**src/rtl/digdug_cus06_pkg.sv**
```systemverilog
// digdug_cus06_pkg
// Shared definitions for the DigDug CUS06 bus-interface sequencer:
//   - state_t     : sequencer states
//   - req_t       : one captured CPU strobe (write flag, address, data)
//   - scan_t      : result of a mask scan (found flag + chip index)
//   - CTRL field positions, command address, RDATA reset value
//   - scan_from() : lowest set mask bit at or above a given chip index
package digdug_cus06_pkg;

    typedef enum logic [1:0] {
        IDLE  = 2'd0,
        BCAST = 2'd1,
        READ  = 2'd2,
        CAPT  = 2'd3
    } state_t;

    localparam int CTRL_MASK_LSB  = 0;
    localparam int CTRL_RDMODE    = 4;
    localparam int CTRL_NMIEN_LSB = 5;

    localparam logic [4:0] CMD_ADDR    = 5'h10;
    localparam logic [7:0] RDATA_RESET = 8'hFF;

    typedef struct packed {
        logic       wr;
        logic [4:0] ad;
        logic [7:0] di;
    } req_t;

    typedef struct packed {
        logic       found;
        logic [1:0] idx;
    } scan_t;

    // Scanning downwards lets the lowest qualifying bit overwrite any higher one.
    function automatic scan_t scan_from(input logic [3:0] mask, input logic [2:0] start);
        scan_t r;
        r = '0;
        for (int i = 3; i >= 0; i--) begin
            if ((3'(i) >= start) && mask[i]) begin
                r.found = 1'b1;
                r.idx   = 2'(i);
            end
        end
        return r;
    endfunction

endpackage

```
**src/rtl/digdug_nmi_timer.sv**
```systemverilog
// digdug_nmi_timer
// Free-running NMI pacer. Counts 0..NMI_PERIOD-1 while enabled and drives a
// registered NMI that is high for the last NMI_WIDTH counts of each period.
// Ports:
//   CL    in  system clock
//   RESET in  asynchronous active-high reset
//   en    in  counter runs when 1, held at 0 (NMI low) when 0
//   clr   in  restart the period from count 0
//   nmi   out registered NMI
module digdug_nmi_timer #(
    parameter int NMI_PERIOD = 2400,
    parameter int NMI_WIDTH  = 200
) (
    input  logic CL,
    input  logic RESET,
    input  logic en,
    input  logic clr,
    output logic nmi
);

    localparam int            CW        = $clog2(NMI_PERIOD);
    localparam logic [CW-1:0] LAST      = CW'(NMI_PERIOD - 1);
    localparam logic [CW-1:0] HIGH_FROM = CW'(NMI_PERIOD - NMI_WIDTH);

    logic [CW-1:0] cnt;
    logic [CW-1:0] cnt_nx;

    always_comb begin
        cnt_nx = (cnt == LAST) ? '0 : cnt + CW'(1);
    end

    // NMI is computed from the value the counter is about to hold, so the
    // registered output lines up with the count rather than lagging it.
    always_ff @(posedge CL or posedge RESET) begin
        if (RESET) begin
            cnt <= '0;
            nmi <= 1'b0;
        end else if (clr || !en) begin
            cnt <= '0;
            nmi <= 1'b0;
        end else begin
            cnt <= cnt_nx;
            nmi <= (cnt_nx >= HIGH_FROM);
        end
    end

endmodule

```
**src/rtl/digdug_cus06_ctrl.sv**
```systemverilog
// digdug_cus06_ctrl
// Sequencer between the main CPU and the DigDug custom chips. Holds the
// control register (chip mask, read mode, NMI enable), fans CPU writes out to
// every selected chip, performs single-chip reads into RDATA and paces the
// CPU with a periodic NMI.
// Ports:
//   CL, RESET          clock, asynchronous active-high reset
//   CPU_CS/WR/AD/DI    single-cycle CPU access strobe
//   CPU_DO             control register (AD[4]=1) or RDATA
//   CPU_WAIT           sequencer busy or request pending
//   DROP               sticky lost-strobe flag, cleared by a control write
//   NMI                periodic CPU NMI
//   CHIP_CS/WR/AD/DO   chip-side transfer, one chip per cycle
//   CHIP_DI            read lanes, chip i on [8i+7:8i]
module digdug_cus06_ctrl
    import digdug_cus06_pkg::*;
#(
    parameter int NMI_PERIOD = 2400,
    parameter int NMI_WIDTH  = 200
) (
    input  logic        CL,
    input  logic        RESET,
    input  logic        CPU_CS,
    input  logic        CPU_WR,
    input  logic [4:0]  CPU_AD,
    input  logic [7:0]  CPU_DI,
    output logic [7:0]  CPU_DO,
    output logic        CPU_WAIT,
    output logic        DROP,
    output logic        NMI,
    output logic [3:0]  CHIP_CS,
    output logic        CHIP_WR,
    output logic [4:0]  CHIP_AD,
    output logic [7:0]  CHIP_DO,
    input  logic [31:0] CHIP_DI
);

    state_t     state, state_nx;
    logic [7:0] ctrl;
    logic [3:0] mask_snap;
    logic [1:0] cur_idx;
    logic       pend_valid;
    req_t       pend;
    logic       drop;
    logic [4:0] chip_ad_q;
    logic [7:0] chip_do_q;
    logic [7:0] rdata;

    req_t       new_req, start_req;
    logic       seq_strobe, start_pend, take_new, start_valid;
    logic       queue_new, drop_new;
    logic       start_ctrl_wr, start_data_wr, start_read;
    logic [3:0] start_mask;
    scan_t      first_bit, next_bit;

    assign new_req = {CPU_WR, CPU_AD, CPU_DI};

    // Request arbitration. Control reads are served combinationally and never
    // enter the sequencer. From IDLE a pending request has priority; a strobe
    // arriving in that same cycle refills the slot being vacated.
    always_comb begin
        seq_strobe  = CPU_CS && (CPU_WR || !CPU_AD[4]);
        start_pend  = (state == IDLE) && pend_valid;
        take_new    = (state == IDLE) && !pend_valid && seq_strobe;
        start_valid = start_pend || take_new;
        start_req   = pend_valid ? pend : new_req;
        queue_new   = seq_strobe && !take_new && (!pend_valid || start_pend);
        drop_new    = seq_strobe && !take_new && pend_valid && !start_pend;

        start_ctrl_wr = start_valid && start_req.wr && start_req.ad[4];
        start_data_wr = start_valid && start_req.wr && !start_req.ad[4]
                        && !ctrl[CTRL_RDMODE];
        start_read    = start_valid && !start_req.wr;

        // A control write broadcasts to the mask it is itself installing.
        start_mask = start_ctrl_wr ? start_req.di[3:0] : ctrl[CTRL_MASK_LSB +: 4];
        first_bit  = scan_from(start_mask, 3'd0);
        next_bit   = scan_from(mask_snap, {1'b0, cur_idx} + 3'd1);
    end

    always_ff @(posedge CL or posedge RESET) begin
        if (RESET) begin
            state <= IDLE;
        end else begin
            state <= state_nx;
        end
    end

    // An empty mask produces no chip cycles, so such writes never leave IDLE.
    always_comb begin
        state_nx = state;
        case (state)
            IDLE: begin
                if ((start_ctrl_wr || start_data_wr) && first_bit.found) begin
                    state_nx = BCAST;
                end else if (start_read) begin
                    state_nx = READ;
                end
            end
            BCAST:   if (!next_bit.found) state_nx = IDLE;
            READ:    state_nx = CAPT;
            CAPT:    state_nx = IDLE;
            default: state_nx = IDLE;
        endcase
    end

    always_comb begin
        CHIP_CS = 4'b0000;
        CHIP_WR = 1'b0;
        case (state)
            BCAST: begin
                CHIP_CS = 4'b0001 << cur_idx;
                CHIP_WR = 1'b1;
            end
            READ: begin
                if (mask_snap != 4'b0000) CHIP_CS = 4'b0001 << cur_idx;
            end
            default: ;
        endcase
    end

    // Datapath: control register, pending slot, chip address/data, RDATA.
    // The lane is sampled at the end of READ so RDATA is already valid in CAPT.
    always_ff @(posedge CL or posedge RESET) begin
        if (RESET) begin
            ctrl       <= 8'h00;
            drop       <= 1'b0;
            pend_valid <= 1'b0;
            pend       <= '0;
            mask_snap  <= 4'b0000;
            cur_idx    <= 2'd0;
            chip_ad_q  <= 5'h00;
            chip_do_q  <= 8'h00;
            rdata      <= RDATA_RESET;
        end else begin
            if (start_ctrl_wr) ctrl <= start_req.di;

            if (start_ctrl_wr)  drop <= 1'b0;
            else if (drop_new)  drop <= 1'b1;

            if (start_pend) pend_valid <= 1'b0;
            if (queue_new) begin
                pend_valid <= 1'b1;
                pend       <= new_req;
            end

            if ((state == IDLE) && (state_nx != IDLE)) begin
                mask_snap <= start_mask;
                cur_idx   <= first_bit.idx;
                chip_ad_q <= start_ctrl_wr ? CMD_ADDR : {1'b0, start_req.ad[3:0]};
                if (!start_read) chip_do_q <= start_req.di;
            end

            if ((state == BCAST) && next_bit.found) cur_idx <= next_bit.idx;

            if (state == READ) begin
                rdata <= (mask_snap == 4'b0000) ? RDATA_RESET
                                                : CHIP_DI[{cur_idx, 3'b000} +: 8];
            end
        end
    end

    digdug_nmi_timer #(
        .NMI_PERIOD (NMI_PERIOD),
        .NMI_WIDTH  (NMI_WIDTH)
    ) u_nmi_timer (
        .CL    (CL),
        .RESET (RESET),
        .en    (|ctrl[CTRL_NMIEN_LSB +: 3]),
        .clr   (start_ctrl_wr),
        .nmi   (NMI)
    );

    assign CHIP_AD  = chip_ad_q;
    assign CHIP_DO  = chip_do_q;
    assign DROP     = drop;
    assign CPU_WAIT = (state != IDLE) || pend_valid;
    assign CPU_DO   = CPU_AD[4] ? ctrl : rdata;

endmodule

```
**config.mk**
```make
export PLATFORM = sky130hd
export DESIGN_NAME = digdug_cus06_ctrl
export DESIGN_NICKNAME = d
export VERILOG_FILES = /design/src/rtl/digdug_cus06_pkg.sv /design/src/rtl/digdug_nmi_timer.sv /design/src/rtl/digdug_cus06_ctrl.sv
export SDC_FILE = /design/constraint.sdc
export NUM_CORES = 1
export LEC_CHECK = 0
export CORE_ASPECT_RATIO = 2
export CORE_MARGIN = 4
export CORE_UTILIZATION = 51
export CTS_CLUSTER_DIAMETER = 120
export CTS_CLUSTER_SIZE = 24
export DETAILED_ROUTE_END_ITERATION = 8
export PLACE_DENSITY = 0.82
export SYNTH_ARGS = -nofsm -noshare
export SYNTH_HDL_FRONTEND = slang
export SYNTH_SLANG_ARGS = --single-unit
```
**constraint.sdc**
```tcl
create_clock -name CL -period 2.3 [get_ports CL]
set_clock_uncertainty 0.05 [all_clocks]
set_input_delay 0.46 -clock CL [delete_from_list [all_inputs] [get_ports CL]]
set_output_delay 0.46 -clock CL [all_outputs]
set_load 0.01 [all_outputs]
```
==> impl_results.rst <==
.. list-table::
   :header-rows: 1

   * - Metric
     - Value
   * - Count of vias placed by the detailed router
     - 3007
   * - Core Area
     - 6940 µm²
   * - Initial core utilization
     - 52.06%
   * - Number of design rule violations left after detail routing
     - 0
   * - Global Route Usage Sum
     - 23.32%
   * - Slew Limit Fails
     - 0
   * - Setup-violating endpoint count in the final report
     - 0
   * - Most frequent standard cell in the layout excluding fill and tap cells
     - clkdlybuf4s50_1
   * - Ant diodes
     - 0
   * - Crit Path Category
     - in2out
   * - Number of maximum-capacitance constraint violations
     - 0
   * - Proportion of synthesized chip area in sequential cells
     - 45.98%
   * - Site Rows
     - 43
   * - WL/cell
     - 17.56 µm
   * - Asr flop ratio synth
     - 100.0%
   * - Final Routed Wirelength
     - 9201 µm
   * - Synthesized area per cell
     - 11.33 µm²
   * - Hold path depth
     - 2
   * - Seq cells post-synth
     - 66
   * - Minimum clock period
     - 2.255 ns
   * - Req. time, crit path
     - 1.79 ns
   * - Crit Reg-Reg Endpoint
     - CHIP_DO[0]$_DFFE_PP0P_
   * - Crit. End Element
     - output port
   * - DR vias/cell
     - 5.739
   * - Transition time at the pin with the least slew margin
     - 0.3699 ns
   * - Number of violations reported at the end of detailed-routing iteration 0
     - 186
   * - Residual overflow from global routing
     - 0
   * - Maximum level of the CTS H-tree
     - 3
   * - Register-to-register setup slack
     - 0.17 ns
   * - Run status
     - complete, no violations
   * - Layout net count
     - 485
   * - Cell variety after synth
     - 60
   * - Pin count of the biggest net entering global routing
     - 67
   * - Setup repair after global routing missed its margin
     - true
   * - Leakage
     - 0.002148 µW
   * - CTS Root Buffer Type
     - clkbuf_16
   * - Max-slew headroom at the worst pin
     - 75.11%
   * - Max Clk Rate
     - 443.4 MHz
   * - Highest fanout seen on the critical path
     - 10
   * - Clk slew on worst S/H paths
     - 0.05 ns
   * - First-pass GRT wire length
     - 14910 µm
   * - Count of warnings emitted by yosys
     - 0
   * - Antenna violations before repair
     - 0
   * - Number of buffers inserted by post-CTS setup repair
     - 0
   * - Count of port buffers added during placement
     - 77
   * - Startpoint of the worst-slack reg-to-reg timing path
     - pend_valid$_DFFE_PP0P_
   * - Worst EP arrival
     - 1.75 ns
   * - Most instantiated flip-flop cell in the synthesis netlist
     - dfrtp_1
   * - Post-synthesis instance area
     - 3613 µm²
   * - Class of the tightest hold or removal check
     - reg2reg
   * - Highest-count cells in the layout ignoring fill and taps
     - clkdlybuf4s50_1 (71), dfrtp_1 (57), buf_4 (38)
   * - Post-place setup slack
     - -0.2651 ns
   * - DIE HEIGHT
     - 127.0 µm
   * - Die area
     - 8578 µm²
   * - Via count of the first global-routing pass
     - 3166
   * - Number of buffers created by CTS
     - 9
   * - Final Core Density
     - 72.76%
   * - TritonCTS clock tree
     - done
   * - Detail Placement HPWL
     - 6919 µm
   * - Depth of the most critical reg-to-reg path
     - 6
   * - Clock Path Buffers
     - 2
   * - Critical path launch point type
     - input port
   * - Number of nets still failing antenna checks after routing
     - 0
   * - Period Utilization, post-route
     - 98.05%
   * - Clock network latency to the later pin of the worst-skew pair
     - 0.33 ns
   * - Layout area overhead
     - 39.75%
   * - Proportion of layout cells with a drive suffix above 1
     - 31.34%
   * - Pwr Density
     - 1349 nW/µm²
   * - I/O pins
     - 78
   * - Number of search-and-repair iterations in the first detailed-routing pass
     - 4
   * - Endpoint of the worst hold-timing path
     - CHIP_AD[3]$_DFFE_PP0P_
   * - Maximum vdd ir drop
     - 0.0008414 V
   * - Total count of hold-check failures in the final report
     - 0
   * - Nets in the synthesized netlist
     - 373
   * - Worst setup margin
     - 0.04480 ns
   * - TNS Setup
     - 0 ns
   * - Sink Count
     - 66
   * - Number of synthesized flops with an enable pin
     - 0
   * - Hold Buf Count CTS
     - 0
   * - Total Power
     - 6814 µW
   * - Gate count of the mapped netlist
     - 319
   * - Floorplan die width
     - 67.52 µm
   * - Launch instance of the worst min-delay path
     - CHIP_AD[3]$_DFFE_PP0P_
   * - Final estimated routing congestion in global placement
     - 0.9069
-- sequential cells by signal, indices dropped and copies added, names as in the netlist --
name,flops
pend,14
u_nmi_timer.cnt,12
CHIP_DO,8
ctrl,8
rdata,8
CHIP_AD,5
mask_snap,4
cur_idx,2
state,2
DROP,1
pend_valid,1
u_nmi_timer.nmi,1
-- logic make-up (layout without fill, tap and decap cells) --
family,after synthesis,count (layout),share of synthesized area [%]
and+or+nand+nor,91,91,13.37
buffers and inverters,28,143,4.397
xor gates and xnor gates,9,9,2.182
adders and majority gates,5,5,1.731
muxes,51,51,18.11
DFF,66,66,45.98
AOI/OAI and AO/OA,69,69,14.23
-- power by group --
part	internal [µW]	switching, µW
Combinational	1810	1480
Clock	886	484
Sequential	1710	446
Total	4400	2410
-- through the flow --
stage               std cells  hold WS [ns]  area [µm²]
finish                    524        0.4518        5050
detailed placement        510        0.4373        4725
global route              524        0.4656        5050
floorplan                 319        0.4135        3613
global placement          510        0.4286        4725
CTS                       524        0.4488        5030
-- layout make-up --
cell class,instances,area (µm²)
sequential,66,1663
fill,462,1891
inverter,11,41.29
timing repair buffer,118,1094
clock buffer,12,256.5
tap,90,112.6
clock inverter,2,37.54
multi-input combinational,225,1846
-- worst max path at each step --
stage,from,endpoint,slack [ns],cells after the start
finish,CPU_AD[4],CPU_DO[3],0.04,4
global route,state[1]$_DFF_PP0_,CHIP_WR,-0.008,4
CTS,mask_snap[2]$_DFFE_PP0P_,CHIP_CS[3],0.008,6
detailed placement,CPU_AD[4],CHIP_AD[1]$_DFFE_PP0P_,-0.27,7
global placement,CPU_AD[4],CPU_DO[5],-0.19,4
floorplan,state[0]$_DFF_PP0_,CHIP_CS[1],0.09,7
-- worst max-delay path: stages --
cell             delay [ns]
dlygate4sd2_1          0.29
buf_12                 0.16
mux2_2                 0.35
clkdlybuf4s50_1        0.48
-- cells in the mapped netlist, drive strengths merged, types with 7 or more instances --
cell type | count | area share, %
buf | 10 | 2.5
mux4 | 8 | 5.0
o21ai | 21 | 3.0
nor2 | 27 | 3.2
clkbuf | 7 | 0.76
mux2i | 11 | 3.0
nand2 | 25 | 2.6
a21oi | 12 | 2.2
dfstp | 8 | 5.8
inv | 11 | 1.1
dfrtp | 58 | 40
o22a | 8 | 1.9
mux2 | 32 | 10
-- routing by layer --
metal  vias up  track usage [%]  share of wire, %
met4         0            12.08               3.6
met3        27            5.453               5.0
met5         -                0                 0
met2       113            41.30                56
li1       1382                -                 -
met1      1485            24.47                36
-- repair_timing --
item | CTS | global route
pin swaps | 2 | 3
setup endpoints to repair | 19 | 18
gates resized for setup | 23 | 8
(Power assumes the default switching activity.)
